### config.mk
export PLATFORM = sky130hd
export DESIGN_NAME = txrx_seq
export DESIGN_NICKNAME = d
export VERILOG_FILES = /design/src/rtl/txrx_seq.sv
export SDC_FILE = /design/constraint.sdc
export NUM_CORES = 1
export LEC_CHECK = 0
export BUFFER_PORTS_ARGS = -buffer_cell sky130_fd_sc_hd__buf_2
export CORE_MARGIN = 2
export CORE_UTILIZATION = 40
export CTS_CLUSTER_SIZE = 25
export DETAILED_ROUTE_END_ITERATION = 8
export PLACE_DENSITY = 0.74
export SLEW_MARGIN = 25
export SYNTH_ARGS = -nofsm -noshare
export SYNTH_HDL_FRONTEND = slang
export SYNTH_SLANG_ARGS = --single-unit
### constraint.sdc
create_clock -name clk -period 2.45 [get_ports clk]
set_input_delay 0.245 -clock clk [delete_from_list [all_inputs] [get_ports clk]]
set_output_delay 0.245 -clock clk [all_outputs]
set_load 0.02 [all_outputs]
### src/rtl/txrx_seq.sv
// Packet sequencer: runs one TX or RX packet per command by driving the txrx
// register block over a single-outstanding valid/ready bus.
module txrx_seq #(
   parameter int TXRX_ADDR_W    = 4,
   parameter int A_TX_DATA      = 0,
   parameter int A_TX_START     = 1,
   parameter int A_TX_EN        = 2,
   parameter int A_TX_READY     = 3,
   parameter int A_AA           = 4,
   parameter int A_CH_IDX       = 5,
   parameter int A_RX_START     = 6,
   parameter int A_RX_EN        = 7,
   parameter int A_DEMOD_EN     = 8,
   parameter int A_RX_DATA      = 9,
   parameter int A_RX_EMPTY     = 10,
   parameter int A_RX_AA_FOUND  = 11,
   parameter int A_RX_CRC_VALID = 12,
   parameter int TIMEOUT_W      = 20
) (
   input  logic                   clk,
   input  logic                   rst_n,
   input  logic                   cmd_valid,
   input  logic                   cmd_rx,
   input  logic [7:0]             cmd_len,
   input  logic [5:0]             cmd_ch_idx,
   input  logic [31:0]            cmd_aa,
   input  logic [TIMEOUT_W-1:0]   cmd_timeout,
   input  logic [7:0]             txb_data,
   input  logic                   txb_valid,
   output logic                   txb_ready,
   output logic [7:0]             rxb_data,
   output logic                   rxb_valid,
   input  logic                   rxb_ready,
   output logic                   m_valid,
   output logic [TXRX_ADDR_W-1:0] m_address,
   output logic [31:0]            m_wdata,
   output logic                   m_wstrb,
   input  logic [31:0]            m_rdata,
   input  logic                   m_ready,
   output logic                   busy,
   output logic                   done,
   output logic                   crc_ok,
   output logic                   timeout,
   output logic [4:0]             dbg_state
);

   // Handshakes: cmd is taken when cmd_valid is high in IDLE; txb/rxb bytes move
   // on a rising edge with valid&ready both high; a bus access completes on the
   // edge where m_valid&m_ready, and request fields are frozen until then.
   typedef enum logic [4:0] {
      IDLE, CFG_CH, CFG_AA, TX_EN, TX_FETCH, TX_WR, TX_GO, TX_POLL, TX_STOP,
      TX_DIS, RX_EN, RX_DEMOD, RX_ARM, RX_CLR, RX_WAIT_AA, RX_EMPTY, RX_READ,
      RX_PUSH, RX_CRC, DISABLE, DONE
   } state_t;

   state_t                 state, state_d;
   logic                   rx_q;
   logic [7:0]             len_q;
   logic [5:0]             ch_q;
   logic [31:0]            aa_q;
   logic [TIMEOUT_W-1:0]   tmo_q;
   logic [TIMEOUT_W-1:0]   tmo_cnt;
   logic [7:0]             cnt;
   logic [7:0]             tx_byte;
   logic                   dis_step;
   logic                   ack_pend;
   logic                   acc_req;
   logic                   acc_wr;
   logic [TXRX_ADDR_W-1:0] acc_addr;
   logic [31:0]            acc_data;
   logic                   acc_done;
   logic                   issue;
   logic                   last_byte;
   logic                   set_timeout;
   logic                   unused_rdata;

   function automatic logic [TXRX_ADDR_W-1:0] ra(input int a);
      return TXRX_ADDR_W'(a);
   endfunction

   assign acc_done     = m_valid & m_ready;
   // A new request waits until the responder has dropped m_ready after the last one.
   assign issue        = acc_req & ~m_valid & ~(ack_pend & m_ready);
   assign last_byte    = ((cnt + 8'd1) == len_q);
   assign unused_rdata = ^m_rdata[31:8];

   assign txb_ready = (state == TX_FETCH);
   assign rxb_valid = (state == RX_PUSH);
   assign busy      = (state != IDLE) && (state != DONE);
   assign done      = (state == DONE);
   assign dbg_state = state;

   always_ff @(posedge clk or negedge rst_n) begin
      if (!rst_n) state <= IDLE;
      else        state <= state_d;
   end

   always_comb begin
      state_d     = state;
      acc_req     = 1'b0;
      acc_wr      = 1'b0;
      acc_addr    = '0;
      acc_data    = '0;
      set_timeout = 1'b0;
      case (state)
         IDLE: if (cmd_valid) state_d = CFG_CH;
         CFG_CH: begin
            acc_req = 1'b1; acc_wr = 1'b1; acc_addr = ra(A_CH_IDX); acc_data = {26'd0, ch_q};
            if (acc_done) state_d = CFG_AA;
         end
         CFG_AA: begin
            acc_req = 1'b1; acc_wr = 1'b1; acc_addr = ra(A_AA); acc_data = aa_q;
            if (acc_done) state_d = rx_q ? RX_EN : TX_EN;
         end
         TX_EN: begin
            acc_req = 1'b1; acc_wr = 1'b1; acc_addr = ra(A_TX_EN); acc_data = 32'd1;
            if (acc_done) state_d = (len_q == 8'd0) ? TX_GO : TX_FETCH;
         end
         TX_FETCH: if (txb_valid) state_d = TX_WR;
         TX_WR: begin
            acc_req = 1'b1; acc_wr = 1'b1; acc_addr = ra(A_TX_DATA); acc_data = {24'd0, tx_byte};
            if (acc_done) state_d = last_byte ? TX_GO : TX_FETCH;
         end
         TX_GO: begin
            acc_req = 1'b1; acc_wr = 1'b1; acc_addr = ra(A_TX_START); acc_data = 32'd1;
            if (acc_done) state_d = TX_POLL;
         end
         TX_POLL: begin
            acc_req = 1'b1; acc_addr = ra(A_TX_READY);
            if (acc_done && m_rdata[0]) state_d = TX_STOP;
         end
         TX_STOP: begin
            acc_req = 1'b1; acc_wr = 1'b1; acc_addr = ra(A_TX_START);
            if (acc_done) state_d = TX_DIS;
         end
         TX_DIS: begin
            acc_req = 1'b1; acc_wr = 1'b1; acc_addr = ra(A_TX_EN);
            if (acc_done) state_d = DISABLE;
         end
         RX_EN: begin
            acc_req = 1'b1; acc_wr = 1'b1; acc_addr = ra(A_RX_EN); acc_data = 32'd1;
            if (acc_done) state_d = RX_DEMOD;
         end
         RX_DEMOD: begin
            acc_req = 1'b1; acc_wr = 1'b1; acc_addr = ra(A_DEMOD_EN); acc_data = 32'd1;
            if (acc_done) state_d = RX_ARM;
         end
         RX_ARM: begin
            acc_req = 1'b1; acc_wr = 1'b1; acc_addr = ra(A_RX_START); acc_data = 32'd1;
            if (acc_done) state_d = RX_CLR;
         end
         RX_CLR: begin
            acc_req = 1'b1; acc_wr = 1'b1; acc_addr = ra(A_RX_START);
            if (acc_done) state_d = RX_WAIT_AA;
         end
         RX_WAIT_AA: begin
            // Once the counter expires no new poll starts; an in-flight one is finished first.
            acc_req  = ~timeout;
            acc_addr = ra(A_RX_AA_FOUND);
            if (acc_done) begin
               if (m_rdata[0] && !timeout) begin
                  state_d = (len_q == 8'd0) ? RX_CRC : RX_EMPTY;
               end else if (timeout || (tmo_cnt == '0)) begin
                  set_timeout = 1'b1;
                  state_d     = DISABLE;
               end
            end else if (timeout && !m_valid) begin
               state_d = DISABLE;
            end
            if ((tmo_cnt == TIMEOUT_W'(1)) && !(acc_done && m_rdata[0])) set_timeout = 1'b1;
         end
         RX_EMPTY: begin
            acc_req = 1'b1; acc_addr = ra(A_RX_EMPTY);
            if (acc_done && !m_rdata[0]) state_d = RX_READ;
         end
         RX_READ: begin
            acc_req = 1'b1; acc_addr = ra(A_RX_DATA);
            if (acc_done) state_d = RX_PUSH;
         end
         RX_PUSH: if (rxb_ready) state_d = last_byte ? RX_CRC : RX_EMPTY;
         RX_CRC: begin
            acc_req = 1'b1; acc_addr = ra(A_RX_CRC_VALID);
            if (acc_done) state_d = DISABLE;
         end
         DISABLE: begin
            if (rx_q) begin
               acc_req  = 1'b1; acc_wr = 1'b1;
               acc_addr = dis_step ? ra(A_DEMOD_EN) : ra(A_RX_EN);
               if (acc_done && dis_step) state_d = DONE;
            end else begin
               state_d = DONE;
            end
         end
         DONE:    state_d = IDLE;
         default: state_d = IDLE;
      endcase
   end

   always_ff @(posedge clk or negedge rst_n) begin
      if (!rst_n) begin
         m_valid   <= 1'b0;
         m_address <= '0;
         m_wdata   <= '0;
         m_wstrb   <= 1'b0;
         ack_pend  <= 1'b0;
         rx_q      <= 1'b0;
         len_q     <= '0;
         ch_q      <= '0;
         aa_q      <= '0;
         tmo_q     <= '0;
         tmo_cnt   <= '0;
         cnt       <= '0;
         tx_byte   <= '0;
         rxb_data  <= '0;
         dis_step  <= 1'b0;
         crc_ok    <= 1'b0;
         timeout   <= 1'b0;
      end else begin
         if (issue) begin
            m_valid   <= 1'b1;
            m_address <= acc_addr;
            m_wdata   <= acc_wr ? acc_data : 32'd0;
            m_wstrb   <= acc_wr;
         end else if (acc_done) begin
            m_valid   <= 1'b0;
            m_address <= '0;
            m_wdata   <= '0;
            m_wstrb   <= 1'b0;
         end
         if (acc_done)      ack_pend <= 1'b1;
         else if (!m_ready) ack_pend <= 1'b0;

         if (state == IDLE && cmd_valid) begin
            rx_q     <= cmd_rx;
            len_q    <= cmd_len;
            ch_q     <= cmd_ch_idx;
            aa_q     <= cmd_aa;
            tmo_q    <= cmd_timeout;
            cnt      <= '0;
            dis_step <= 1'b0;
            crc_ok   <= 1'b0;
            timeout  <= 1'b0;
         end
         if (state == RX_CLR && acc_done) tmo_cnt <= tmo_q;
         if (state == RX_WAIT_AA && tmo_cnt != '0) tmo_cnt <= tmo_cnt - TIMEOUT_W'(1);
         if (set_timeout) timeout <= 1'b1;
         if (state == TX_FETCH && txb_valid) tx_byte <= txb_data;
         if ((state == TX_WR && acc_done) || (state == RX_PUSH && rxb_ready)) cnt <= cnt + 8'd1;
         if (state == RX_READ && acc_done) rxb_data <= m_rdata[7:0];
         if (state == RX_CRC && acc_done) crc_ok <= m_rdata[0];
         if (state == DISABLE && acc_done) dis_step <= 1'b1;
      end
   end

endmodule
==> metrics.txt <==
clk slew on worst S/H paths around 0.070 ns; RSZ-0062 raised after global routing true; DIE WIDTH between 100 and 150 um; Critical-path top delay cell or4_4; Post-synth top flop dfrtp_1; Sw Share 37.2%; Initial Util between 40% and 50%; WP data arrival ~2.8 ns; Rows 49; initial antenna violation count 1; Via density between 5 and 6; Port Buffers 145; run status complete, no violations; Power Density 1170 mW/mm2; Core Region ~0.018 mm2; final hold vios 0; total gr overflow 0; sequential area share after synthesis 53.3%; H-tree depth 4; root buf cell clkbuf_16; max-cap viol count 0; Mapped Area about 0.0074 mm2; DP Wirelength 13.3 mm; Int Pwr 6.95 mW; Post-Syn Instances just under 700; DR iter-0 viols 349; clock skew about 0.011 ns; drt drc 0; clock network power share 23.9%; Slew Limit Fails 0; # setup viols final 0; crit path launch type register; pin count of the biggest net entering global routing 60; required time worst endpoint 2.79 ns; worst skew pair latency 0.43 ns; worst stage delay on the critical path 0.55 ns; Synth cell types 59; async set-reset flop share out of synthesis 100%; total net switching power 4.12 mW; vias in the first global route 5934; cell mode on critical path or4_4; fin crit share 99.7%; wire per inst 17.0 um; CTS tree built; Final Critical Period 2.44 ns; Hold WC Path Type in2reg; CTS max path bufs 2; relative slew slack 62.2%; EDFF count, synth 0; Layout area overhead 27.4%; IO Pins 170; Fmax 409 MHz; Worst Max-Slew Pin Slew 0.568 ns; combinational power share 37.5%; Die Y 140 um; first-pass GRT wire length 30.2 mm; Total Die Area 0.0197 mm2; register bit count reported by yosys 158; critical-path maximum fanout 7; Layout Nets 972; Clock Sinks between 150 and 200; final antenna-violating net count 0; Routed Wire Length 18.7 mm; CP cell instances or4_4 -> or4_4 -> o21a_4 -> a311oi_4 -> buf_6 -> o21ai_2 -> a31oi_1; total power 11.1 mW; drt first pass iters 5; LEAKAGE ~4.5 nW; via count between 6000 and 7000; GRT Overall Usage 19.2%; routability congestion estimate 0.914; Mean Syn Cell Area 11.0 um2; sequential power share between 30% and 40%; worst vdd ir 0.694 mV; cts bufs inserted 17; count of warnings emitted by yosys 0; CP Class reg2reg; Setup TNS 0 ns; layout cell share with drive strength beyond 1 38.7%; crit end category register; Syn Nets approximately 790
[path summary, 6_finish.rpt]
kind	cells after the start	end	start	slack (ns)
max in group asynchronous	3	dbg_state[0]$_DFFE_PN0P_	rst_n	1.36
max reg2reg	7	dbg_state[2]$_DFFE_PN0P_	tmo_cnt[14]$_DFFE_PN0P_	0.007
min in group asynchronous	2	tmo_q[4]$_DFFE_PN0P_	rst_n	0.37
min	2	aa_q[19]$_DFFE_PN0P_	cmd_aa[19]	0.04
min reg2reg	2	m_address[1]$_DFFE_PN0P_	m_address[1]$_DFFE_PN0P_	0.48
max	7	dbg_state[2]$_DFFE_PN0P_	tmo_cnt[14]$_DFFE_PN0P_	0.007
[layout by cell type, fill, tap and decap left out, drive strengths merged, types with 3 or more instances in the layout]
cell / synthesis / layout
xnor2: 5 / 5
o21ai: 39 / 39
nand2b: 14 / 14
o31ai: 4 / 4
nor2: 47 / 47
nor4: 9 / 9
ha: 4 / 4
a22o: 35 / 35
a21oi: 30 / 30
nand2: 55 / 55
nor3: 18 / 18
nor2b: 7 / 7
or3: 3 / 3
inv: 9 / 16
a22oi: 9 / 9
mux2: 83 / 83
clkbuf: 36 / 17
nand3: 14 / 14
xor2: 5 / 5
a31oi: 8 / 8
and3: 5 / 5
a211o: 4 / 4
dfrtp: 158 / 158
a21o: 3 / 3
or2: 4 / 4
a311oi: 5 / 5
clkinv: 0 / 5
buf: 6 / 201
o211ai: 9 / 9
and2: 5 / 5
a2111oi: 3 / 3
nor3b: 3 / 3
a211oi: 3 / 3
or4: 5 / 5
o41ai: 4 / 4
o221ai: 3 / 3
[synth_stat cells (8+ instances only)]
cell	number	area, um2
a22o_1	35	307
clkbuf_1	36	135
nand3_1	14	70.1
o21ai_0	37	185
a31oi_1	8	50.1
nand2b_1	14	87.6
nor4_1	9	56.3
o211ai_1	9	67.6
dfrtp_1	158	3950
a22oi_1	9	67.6
nor2_1	47	176
nor3_1	18	90.1
nand2_1	55	206
mux2_2	83	935
inv_1	9	33.8
a21oi_1	30	150
[power by group through the flow]
stage,Clock [mW],Sequential (mW),Combinational [mW]
floorplan,0,4.31,2.50
global placement,0,4.24,3.97
detailed placement,0,4.29,4.04
CTS,2.71,4.26,4.11
global route,2.82,4.39,4.56
finish,2.65,4.27,4.16
[cell type report]
| type | count | area [um2] |
|---|---|---|
| Antenna cell | 2 | 5.00 |
| Clock buffer | 17 | 425 |
| Clock inverter | 15 | 175 |
| Fill cell | 1579 | 8640 |
| Inverter | 9 | 33.8 |
| Multi-Input combinational cell | 467 | 3330 |
| Sequential cell | 158 | 3950 |
| Tap cell | 229 | 287 |
| Timing Repair Buffer | 202 | 1240 |
[flip-flops by register name, indices dropped and copies added, names as in the netlist, 4 cells and up]
register / flops
ch_q: 6
tmo_cnt: 20
tmo_q: 20
tx_byte: 8
dbg_state: 5
len_q: 8
rxb_data: 8
m_wdata: 32
aa_q: 32
m_address: 4
cnt: 8
[critical path: cells and delay by family (launching register included)]
family / cells / cell delay (ns)
AND/OR/NAND/NOR: 2 / 1.06
AO/OA/AOI/OAI: 4 / 0.75
flip-flops: 1 / 0.38
buffers and inverters: 1 / 0.18
[per-stage QoR]
step	setup slack (ns)	hold WS, ns	area (um2)	instances	util (%)
after CTS	0.00516	0.0305	9380	1096	51.9
after global routing	-0.0546	0.0289	9450	1098	52.2
after floorplan	-0.0746	-0.0506	7420	676	-
final	0.00712	0.0415	9450	1099	52.2
after detailed placement	-0.0951	0.257	8760	1063	48.4
after global placement	-0.0136	0.255	8760	1063	48.4
[logic make-up (layout without fill, tap and decap cells)]
| family | Yosys count | in the layout | share of synthesized area, % |
|---|---|---|---|
| simple gates | 197 | 197 | 13.1 |
| flops | 158 | 158 | 53.3 |
| xor+xnor | 10 | 10 | 1.18 |
| compound gates | 173 | 173 | 16.4 |
| buf+inv | 51 | 243 | 2.72 |
| other cells | 0 | 2 | 0 |
| fa+ha+maj | 4 | 4 | 0.675 |
| mux | 83 | 83 | 12.6 |
[routing by layer]
metal / global-route usage [%] / vias to the layer above / wire length, um / part of all wire (%)
li1: - / 2855 / - / -
met1: 25.3 / 2948 / 8130 / 43
met2: 30.7 / 192 / 8860 / 47
met3: 5.30 / 36 / 1190 / 6.4
met4: 6.59 / 0 / 518 / 2.8
met5: 0 / - / 0 / 0
[what timing repair did]
| action | 4_1_cts | 5_1_grt |
|---|---|---|
| buffers inserted | 0 | 1 |
| gates resized for setup | 3 | 13 |
| pin swaps | 2 | 2 |
| endpoints found under the hold margin | 55 | 0 |
| setup endpoints to repair | 13 | 13 |
| hold buffers | 1 | 0 |
Note: power is estimated with default switching activity, not from simulation.
